**src/rtl/dungeon_pkg.sv**
```systemverilog
// Shared types for the dungeon game core: room codes, direction indices and
// the navigability test used by the room FSM.
package dungeon_pkg;

    typedef enum logic [3:0] {
        ENTRY   = 4'd0,
        HALL    = 4'd1,
        ARMORY  = 4'd2,
        RIVER   = 4'd3,
        KEYRM   = 4'd4,
        GATE    = 4'd5,
        DEN     = 4'd6,
        WIN_RM  = 4'd7,
        GRAVE   = 4'd8,
        DEAD_RM = 4'd9
    } room_t;

    localparam int DIR_N = 0;
    localparam int DIR_S = 1;
    localparam int DIR_E = 2;
    localparam int DIR_W = 3;

    // Rooms in which the player may request a move.
    function automatic logic is_navigable(room_t r);
        return r inside {ENTRY, HALL, ARMORY, RIVER, KEYRM, GATE};
    endfunction

endpackage

```
**src/rtl/item_fsm.sv**
```systemverilog
// One collectible item: granted on the edge after its room is occupied,
// optionally lost on the edge after the player passes through the grave.
module item_fsm
    import dungeon_pkg::*;
#(
    parameter room_t GRANT_ROOM     = ARMORY,
    parameter bit    CLEAR_ON_DEATH = 1'b1
) (
    input  logic  clk,
    input  logic  reset,
    input  room_t room,
    output logic  held
);

    typedef enum logic {EMPTY, HELD} item_state_t;

    item_state_t state, state_next;

    // NOTE: sequential state uses non-blocking assignments so every register
    // samples pre-edge values, independent of block ordering.
    always_ff @(posedge clk or negedge reset) begin
        if (!reset) state <= EMPTY;
        else        state <= state_next;
    end

    // NOTE: every output of a combinational block gets a default first so no
    // path leaves it unassigned and a latch is never inferred.
    always_comb begin
        state_next = state;
        if (room == GRANT_ROOM)
            state_next = HELD;
        else if (CLEAR_ON_DEATH && room == GRAVE)
            state_next = EMPTY;
    end

    assign held = (state == HELD);

endmodule

```
**src/rtl/dungeon_game.sv**
```systemverilog
// Game core: Moore room FSM over the ten-room map, lives counter with
// respawn, saturating move counter with optional forced-death limit.
module dungeon_game
    import dungeon_pkg::*;
#(
    parameter  int LIVES      = 3,
    parameter  int MOVE_LIMIT = 0,
    localparam int LW = $clog2(LIVES + 1),
    localparam int MW = ($clog2(MOVE_LIMIT + 1) > 1) ? $clog2(MOVE_LIMIT + 1) : 1
) (
    input  logic          clk,
    input  logic          reset,
    input  logic          N,
    input  logic          S,
    input  logic          E,
    input  logic          W,
    output room_t         curr_room,
    output logic          has_sword,
    output logic          has_key,
    output logic [LW-1:0] lives_left,
    output logic [MW-1:0] moves,
    output logic          WIN,
    output logic          DIE
);

    room_t         room_q, room_d, target;
    logic [LW-1:0] lives_q, lives_d;
    logic [MW-1:0] moves_q, moves_d;
    logic [3:0]    dir;
    logic          door_ok;
    logic          limit_hit;

    assign dir[DIR_N] = N;
    assign dir[DIR_S] = S;
    assign dir[DIR_E] = E;
    assign dir[DIR_W] = W;

    assign limit_hit = (MOVE_LIMIT > 0) && (moves_q == MW'(MOVE_LIMIT));

    // Door lookup; only consulted when exactly one direction is requested.
    always_comb begin
        target  = room_q;
        door_ok = 1'b0;
        case (room_q)
            ENTRY:  if (dir[DIR_E]) begin target = HALL; door_ok = 1'b1; end
            HALL: begin
                if (dir[DIR_W])      begin target = ENTRY;  door_ok = 1'b1; end
                else if (dir[DIR_N]) begin target = ARMORY; door_ok = 1'b1; end
                else if (dir[DIR_S]) begin target = RIVER;  door_ok = 1'b1; end
            end
            ARMORY: if (dir[DIR_S]) begin target = HALL; door_ok = 1'b1; end
            RIVER: begin
                if (dir[DIR_N])      begin target = HALL;  door_ok = 1'b1; end
                else if (dir[DIR_S]) begin target = KEYRM; door_ok = 1'b1; end
                else if (dir[DIR_E]) begin target = GATE;  door_ok = 1'b1; end
            end
            KEYRM:  if (dir[DIR_N]) begin target = RIVER; door_ok = 1'b1; end
            GATE: begin
                if (dir[DIR_W])                 begin target = RIVER; door_ok = 1'b1; end
                else if (dir[DIR_E] && has_key) begin target = DEN;   door_ok = 1'b1; end
            end
            default: ;
        endcase
    end

    always_comb begin
        room_d  = room_q;
        lives_d = lives_q;
        moves_d = moves_q;
        case (room_q)
            DEN: begin
                if (has_sword) begin
                    room_d = WIN_RM;
                end else begin
                    room_d = GRAVE;
                    if (lives_q != '0) lives_d = lives_q - LW'(1);
                end
            end
            GRAVE:           room_d = (lives_q != '0) ? ENTRY : DEAD_RM;
            WIN_RM, DEAD_RM: room_d = room_q;
            default: begin
                if (!is_navigable(room_q)) begin
                    room_d = ENTRY;  // unused encodings recover to the start
                end else if (limit_hit) begin
                    room_d = DEAD_RM;
                end else if ($onehot(dir) && door_ok) begin
                    room_d = target;
                    if (moves_q != '1) moves_d = moves_q + MW'(1);
                end
            end
        endcase
    end

    always_ff @(posedge clk or negedge reset) begin
        if (!reset) begin
            room_q  <= ENTRY;
            lives_q <= LW'(LIVES);
            moves_q <= '0;
        end else begin
            room_q  <= room_d;
            lives_q <= lives_d;
            moves_q <= moves_d;
        end
    end

    item_fsm #(.GRANT_ROOM(ARMORY), .CLEAR_ON_DEATH(1'b1)) u_sword (
        .clk  (clk),
        .reset(reset),
        .room (room_q),
        .held (has_sword)
    );

    item_fsm #(.GRANT_ROOM(KEYRM), .CLEAR_ON_DEATH(1'b0)) u_key (
        .clk  (clk),
        .reset(reset),
        .room (room_q),
        .held (has_key)
    );

    assign curr_room  = room_q;
    assign lives_left = lives_q;
    assign moves      = moves_q;
    assign WIN        = (room_q == WIN_RM);
    assign DIE        = (room_q == DEAD_RM);

endmodule

```
**config.mk**
```make
export PLATFORM = sky130hd
export DESIGN_NAME = dungeon_game
export DESIGN_NICKNAME = d
export VERILOG_FILES = /design/src/rtl/dungeon_pkg.sv /design/src/rtl/item_fsm.sv /design/src/rtl/dungeon_game.sv
export SDC_FILE = /design/constraint.sdc
export NUM_CORES = 1
export LEC_CHECK = 0
export BUFFER_PORTS_ARGS = -buffer_cell sky130_fd_sc_hd__buf_4
export CAP_MARGIN = 20
export CORE_MARGIN = 1.5
export CORE_UTILIZATION = 42
export CTS_BUF_LIST = sky130_fd_sc_hd__clkbuf_8
export CTS_CLUSTER_SIZE = 28
export DETAILED_ROUTE_END_ITERATION = 16
export SLEW_MARGIN = 20
export SYNTH_ARGS = -nofsm -noshare
export SYNTH_HDL_FRONTEND = slang
export SYNTH_SLANG_ARGS = --single-unit
export TNS_END_PERCENT = 20
```
**constraint.sdc**
```tcl
create_clock -name clk -period 2.1 [get_ports clk]
set_input_delay 0.42 -clock clk [delete_from_list [all_inputs] [get_ports clk]]
set_output_delay 0.42 -clock clk [all_outputs]
set_load 0.01 [all_outputs]
```
; Yosys cells after proc, flatten, opt, wreduce, memory -nomap -nowiden
; Index checks and enable logic that the tools add are counted.
; Widths: inputs -> output; s select.
[totals]
reg_bits = 9
latch_bits = 0
ram_bits = 0
romBits = 0
output_inout_bits = 11
mem_count = 0
[op_classes]
add_sub_neg = 5
multipliers = 0
div = 0
n_lt_le_gt_ge = 0
eq_ne = 18
shift = 0
n_mux = 30
bitwise_logic = 3
reduce_logical = 11
[op_table]
columns = operator, n
row1 = $mux 4, 15
row2 = $pmux 4 s6, 1
row3 = $eq 4x3->1 const B, 4
row4 = $ne 5x3->1 const B, 3
row5 = $ne 7x5->1 const B, 2
row6 = $mux 1, 12
row7 = $pmux 4 s3, 1
row8 = $ne 9x7->1 const B, 1
row9 = $reduce_and 9->1, 1
row10 = $eq 4x2->1 const B, 2
row11 = $eq 4x4->1 const B, 2
row12 = $ne 6x4->1 const B, 1
row13 = $pmux 1 s6, 1
row14 = $reduce_and 3->1, 2
row15 = $reduce_bool 6->1, 1
row16 = $add 1x1->2, 2
row17 = $eq 4x1->1 const B, 1
row18 = $logic_not 4->1, 1
row19 = $ne 4x1->1 const B, 1
row20 = $reduce_bool 2->1, 2
row21 = $reduce_or 4->1, 1
row22 = $add 2x2->3, 1
row23 = $eq 3x1->1 const B, 1
row24 = $not 1->1, 3
row25 = 4 further kinds, 5

; Depth between registers and ports, before layout
[depth]
ltp_word = 8
depth_mapped = 10

; Modules after synthesis
; A second synthesis with hierarchy kept.
[unflattened]
hier_cells = 100
area_unflattened_um2 = 827.0
[modules_own_cells]
columns = module, instances, cells_each, area_per_inst_um2, seq_area_each_um2
row1 = dungeon_game, 1, 91, 732.0, 177.7
row2 = item_fsm (u_sword), 1, 6, 55.1, 25.0
row3 = item_fsm (u_key), 1, 3, 40.0, 25.0

; Worst setup path after synthesis
; OpenSTA, ideal clock, no wires.
[synth_timing]
kind = input to register
start = in E
end = reg room_q[1], in the netlist curr_room[1]
setup_ps = 125
arrival_ps = 2728
required_time_ps = 1975
path_slack_ps = -753
path_stages = 10
n_path_buf = 0
path_cell_list = inv_1 fa_1 inv_1 ha_1 ha_1 or3b_1 a21oi_1 o31ai_1 or3_4 mux2_4
[synth_between]
elab_chain_cells = 7
[synth_lines]
columns = item, line_no
row1 = "start, declared", dungeon_game.sv:15  ; input logic E,
row2 = "parallel branches: the longest is 6 deep, another holds $add 2x2->3", n/a
row3 = $reduce_and 9->1 (no line) (*), n/a
row4 = "end signal, assigned", dungeon_game.sv:100  ; room_q <= room_d;
row5 = "end, declared", dungeon_game.sv:26  ; room_t room_q, room_d, target;
; Every way passes the cells marked *.
; A chain may end at the register's enable or synchronous reset.

; Worst setup path in the final report
[layout_timing]
start = in N
end = reg room_q[2], in the netlist curr_room[2]
[layout_between]
elab_chain_cells = 6
[layout_lines]
columns = item, line_no
row1 = "start, declared", dungeon_game.sv:13  ; input logic N,
row2 = "$add 1x1->2 (implied by the code), or another cell as far along", dungeon_game.sv:86  ; end else if ($onehot(dir) && door_ok) begin
row3 = "$add 2x2->3 (implied by the code), or another cell as far along", dungeon_game.sv:86
row4 = "$eq 3x1->1, or another cell as far along", dungeon_game.sv:86
row5 = $logic_and 1x1->1 / $mux 4 (equally long branches), dungeon_game.sv:86
row6 = $ne 4x1->1 (no line) / $mux 4 (equally long branches), n/a
row7 = $reduce_and 9->1 (no line) / $pmux 4 s3 (equally long branches), n/a
; Several ways; a longest one is shown, not always the timed one. The select of a mux whose other input is x is not followed.

==> run summary <==
The flow ran to the end, but the final reports show violations. The checks that failed: negative setup slack. In this run the number of H-tree levels came out at 1. The final critical-path required period is 2.61 ns. The startpoint identified for the worst register-to-register timing path is curr_room[3].

In this run the tightest slew margin relative to its limit is 0.626. The area added between synthesis and finish is 42.8%. Hold is met by 0.492 ns. The average cell area after synthesis came out at 8.54 sq um. Summing all non-filler instances in the final layout gives an area of 1120 sq um.

The diode insertion count for antenna repair is 0. The sink of the worst hold path is moves. Along the worst hold path, the cell count comes to 1.

At the end of the flow the core is filled with cells to 0.643. The final setup slack of the worst path is -0.505 ns. The biggest fanout along the worst timing path is 3. The post-route antenna net violation count is 0. For the worst setup path, the data arrival time is 2.73 ns.

The length in cells of the worst reg-to-reg path came out at 5. Clock tree synthesis selected as its root buffer the cell sky130_fd_sc_hd__clkbuf_8. The wire length of the first global-routing pass came out at 3080 microns. For this configuration, the core starts out at a cell density of 0.450. After the first detailed-routing iteration, the DRC count stood at 21. The net count after synthesis came out at around 100. The endpoint kind of the worst setup timing path is a register. The number of global-route vias before repair came out at 711. The share of synthesized flip-flops with an asynchronous set or reset came out at 1.00.

For this design the static power due to leakage is around 0.54 nW. The reg-to-reg endpoint is curr_room[2]. The path class of the tightest hold or removal check is register to register. Traced cell by cell, the critical path runs through buf_8, inv_4, fa_1, inv_1, ha_2, ha_4, or3b_1, a21oi_1, o31ai_1, or3_4, mux2_4.

For this run the aggregate overflow at the end of global routing stands at 0. The proportion of layout cells with a drive suffix above 1 is 0.376. The mapped cell area came out at approximately 790 sq um. The portion of the post-synthesis area used by sequential elements came out at 0.290.

The die span in x is 46.3 microns. The transition at the pin with the smallest max-transition slack is roughly 0.56 ns. The largest stage delay on the critical path came out at 0.52 ns.

The number of optimization iterations in the first detailed-route pass came out at 4. Clock-pin slew was measured on the worst setup and hold paths at roughly 0.050 ns. In the layout the commonest cells are sky130_fd_sc_hd__buf_4, sky130_fd_sc_hd__nor2_1, sky130_fd_sc_hd__inv_1, sky130_fd_sc_hd__a21oi_1, sky130_fd_sc_hd__dfrtp_1. The count of input and output buffers came out at 16. The category of the worst setup path launch point is an input port. On the critical path, the stage with the largest delay is an instance of sky130_fd_sc_hd__fa_1. sky130_fd_sc_hd__dfrtp_1 takes more of the synthesized area than any other cell.

The deepest clock path buffer count is 2. Counting flops with a built-in enable in the synthesized netlist gives 0. The number of clock buffers inserted by TritonCTS is 3. The floorplan step defined a core boundary enclosing 1750 sq um.

For this run, design rule violations remaining after detail routing come to 0. Setup violations remaining at the end of the flow were counted as 3. The area enclosed by the die boundary is around 2100 sq um.

Counting every instance in the synthesized netlist gives 92. For this run, the number of Yosys warnings is 0. The most used flip-flop cell after synthesis is sky130_fd_sc_hd__dfrtp_1.

The initial antenna violation count came out at 0. The synthesis-stage register bit count came out at 9. The library cell used most frequently in the layout, excluding fill and tap cells, is sky130_fd_sc_hd__buf_4. The register-to-register path setup slack is -0.01 ns.

The maximum clock rate is ~0.38 GHz. TritonCTS built the clock tree. The number of sinks driven by the clock tree is 9. The power density normalized to cell area is around 960 nW/um^2.

The final hold violation count is 0. The worst clock skew came out at 0.00584 ns. The floorplan row count came out at 15. After the last flow step, the layout net total stands at 137. The routability congestion estimate from global placement came out at 0.913. The number of vias after detailed routing came out at roughly 800. The post-synthesis cell type count came out at 37.

The final count of pins violating max slew was 0. The required time of the critical path came out at 2.22 ns. By area the synthesized netlist is led by sky130_fd_sc_hd__dfrtp_1, sky130_fd_sc_hd__dfstp_2, sky130_fd_sc_hd__ha_1. The via density per instance is 5.34. The half-perimeter wire length of the detailed placement result is 1470 microns. The largest net degree at the start of global routing is 13. The tool flagged a number of max-cap violations equal to 0. The number of inserted filler cells in the final layout is 146.

In this run the most critical hold path is launched from moves. In the finished design, the share of the clock period the worst path needs comes to 1.24. The total wire length is approximately 1900 microns. The setup slack at placement is -0.833 ns.

The total routing resource utilization after global routing came out at 0.207. The area fraction of the dominant cell type after synthesis is 0.223. The clock network latency to the later pin of the worst-skew pair came out at 0.24 ns. The maximum resistive drop on vdd is 0.643 mV.

Setup repair after global routing could not meet its margin everywhere. The kind of critical path is input port to register. The average wire per cell in the routed design is 12.9 microns. The post-placement cell area came out at 1030 sq um. 17 I/O pins were placed.

Measured along the y axis, the die boundary spans 46.3 microns.
## worst max-delay path by stage
stage,from,endpoint
detailed placement,W,curr_room[2]
finish,N,curr_room[2]
global placement,W,curr_room[2]
floorplan,W,curr_room[1]
CTS,N,curr_room[2]
global route,N,curr_room[1]
## critical path: cells and delay by family
kind | cells | cell delay, ns
AO/OA/AOI/OAI | 2 | 0.24
adder cells (fa/ha/maj) | 3 | 0.90
buffers and inverters | 3 | 0.15
multiplexers | 1 | 0.30
AND/OR/NAND/NOR | 2 | 0.71
## report_power, final
| group | leakage [nW] | internal [mW] | switching, mW |
|---|---|---|---|
| Clock | 0.0269 | 0.128 | 0.0763 |
| Combinational | 0.415 | 0.316 | 0.301 |
| Sequential | 0.101 | 0.209 | 0.0431 |
| Total | 0.543 | 0.653 | 0.421 |
## area by class of cell
cell class / instances / area, sq um / area share
clock inverters: 1 / 3.75 / 0.00334
flip-flops and latches: 9 / 228 / 0.203
clock buffers: 3 / 41.3 / 0.0368
well taps: 25 / 31.3 / 0.0279
inverters: 10 / 47.5 / 0.0424
repair buffers: 34 / 273 / 0.243
multi-input cells: 68 / 498 / 0.444
## layer usage
layer	up-vias	part of all wire	GRT usage
met5	-	0	0
li1	392	-	-
met1	362	0.48	0.281
met3	10	0.089	0.0784
met4	0	0.029	0.0914
met2	37	0.40	0.289
## cells by family after synthesis
group                    count (synthesis)  synth area share
AO/OA/AOI/OAI                           22             0.177
XOR/XNOR                                 1            0.0111
adder cells (fa/ha/maj)                  5            0.0892
buffers and inverters                   15            0.0956
flip-flops                               9             0.290
multiplexers                             5            0.0764
AND/OR/NAND/NOR                         35             0.261
## synthesized netlist by cell type (3+ instances only)
cell,instances
sky130_fd_sc_hd__a21oi_1,7
sky130_fd_sc_hd__mux2i_1,3
sky130_fd_sc_hd__dfrtp_1,7
sky130_fd_sc_hd__nor2_1,9
sky130_fd_sc_hd__nand2_1,5
sky130_fd_sc_hd__or3b_1,3
sky130_fd_sc_hd__o21ai_0,4
sky130_fd_sc_hd__inv_1,10
sky130_fd_sc_hd__nor2b_1,4
sky130_fd_sc_hd__ha_1,4
## per-stage QoR
step / total power, mW / setup TNS [ns] / instances
after CTS: 1.07 / -1.54 / 150
after floorplan: 0.655 / -1.69 / 92
after global placement: 0.855 / -2.29 / 143
after detailed placement: 0.854 / -2.38 / 143
final: 1.07 / -1.40 / 150
after global routing: 1.15 / -1.63 / 150
## state kept, by name, indices dropped and copies added, names as in the netlist
register / flops
curr_room: 4
lives_left: 2
moves: 1
u_key.held: 1
u_sword.held: 1
## timing repair
| item | CTS | global route |
|---|---|---|
| pin swaps | 6 | 3 |
| setup endpoints to repair | 3 | 3 |
| gates resized for setup | 5 | 1 |
| setup buffers | 2 | 0 |
| hold buffers | 1 | 0 |
| endpoints found under the hold margin | 4 | 0 |
Note: power is estimated with default switching activity, not from simulation.
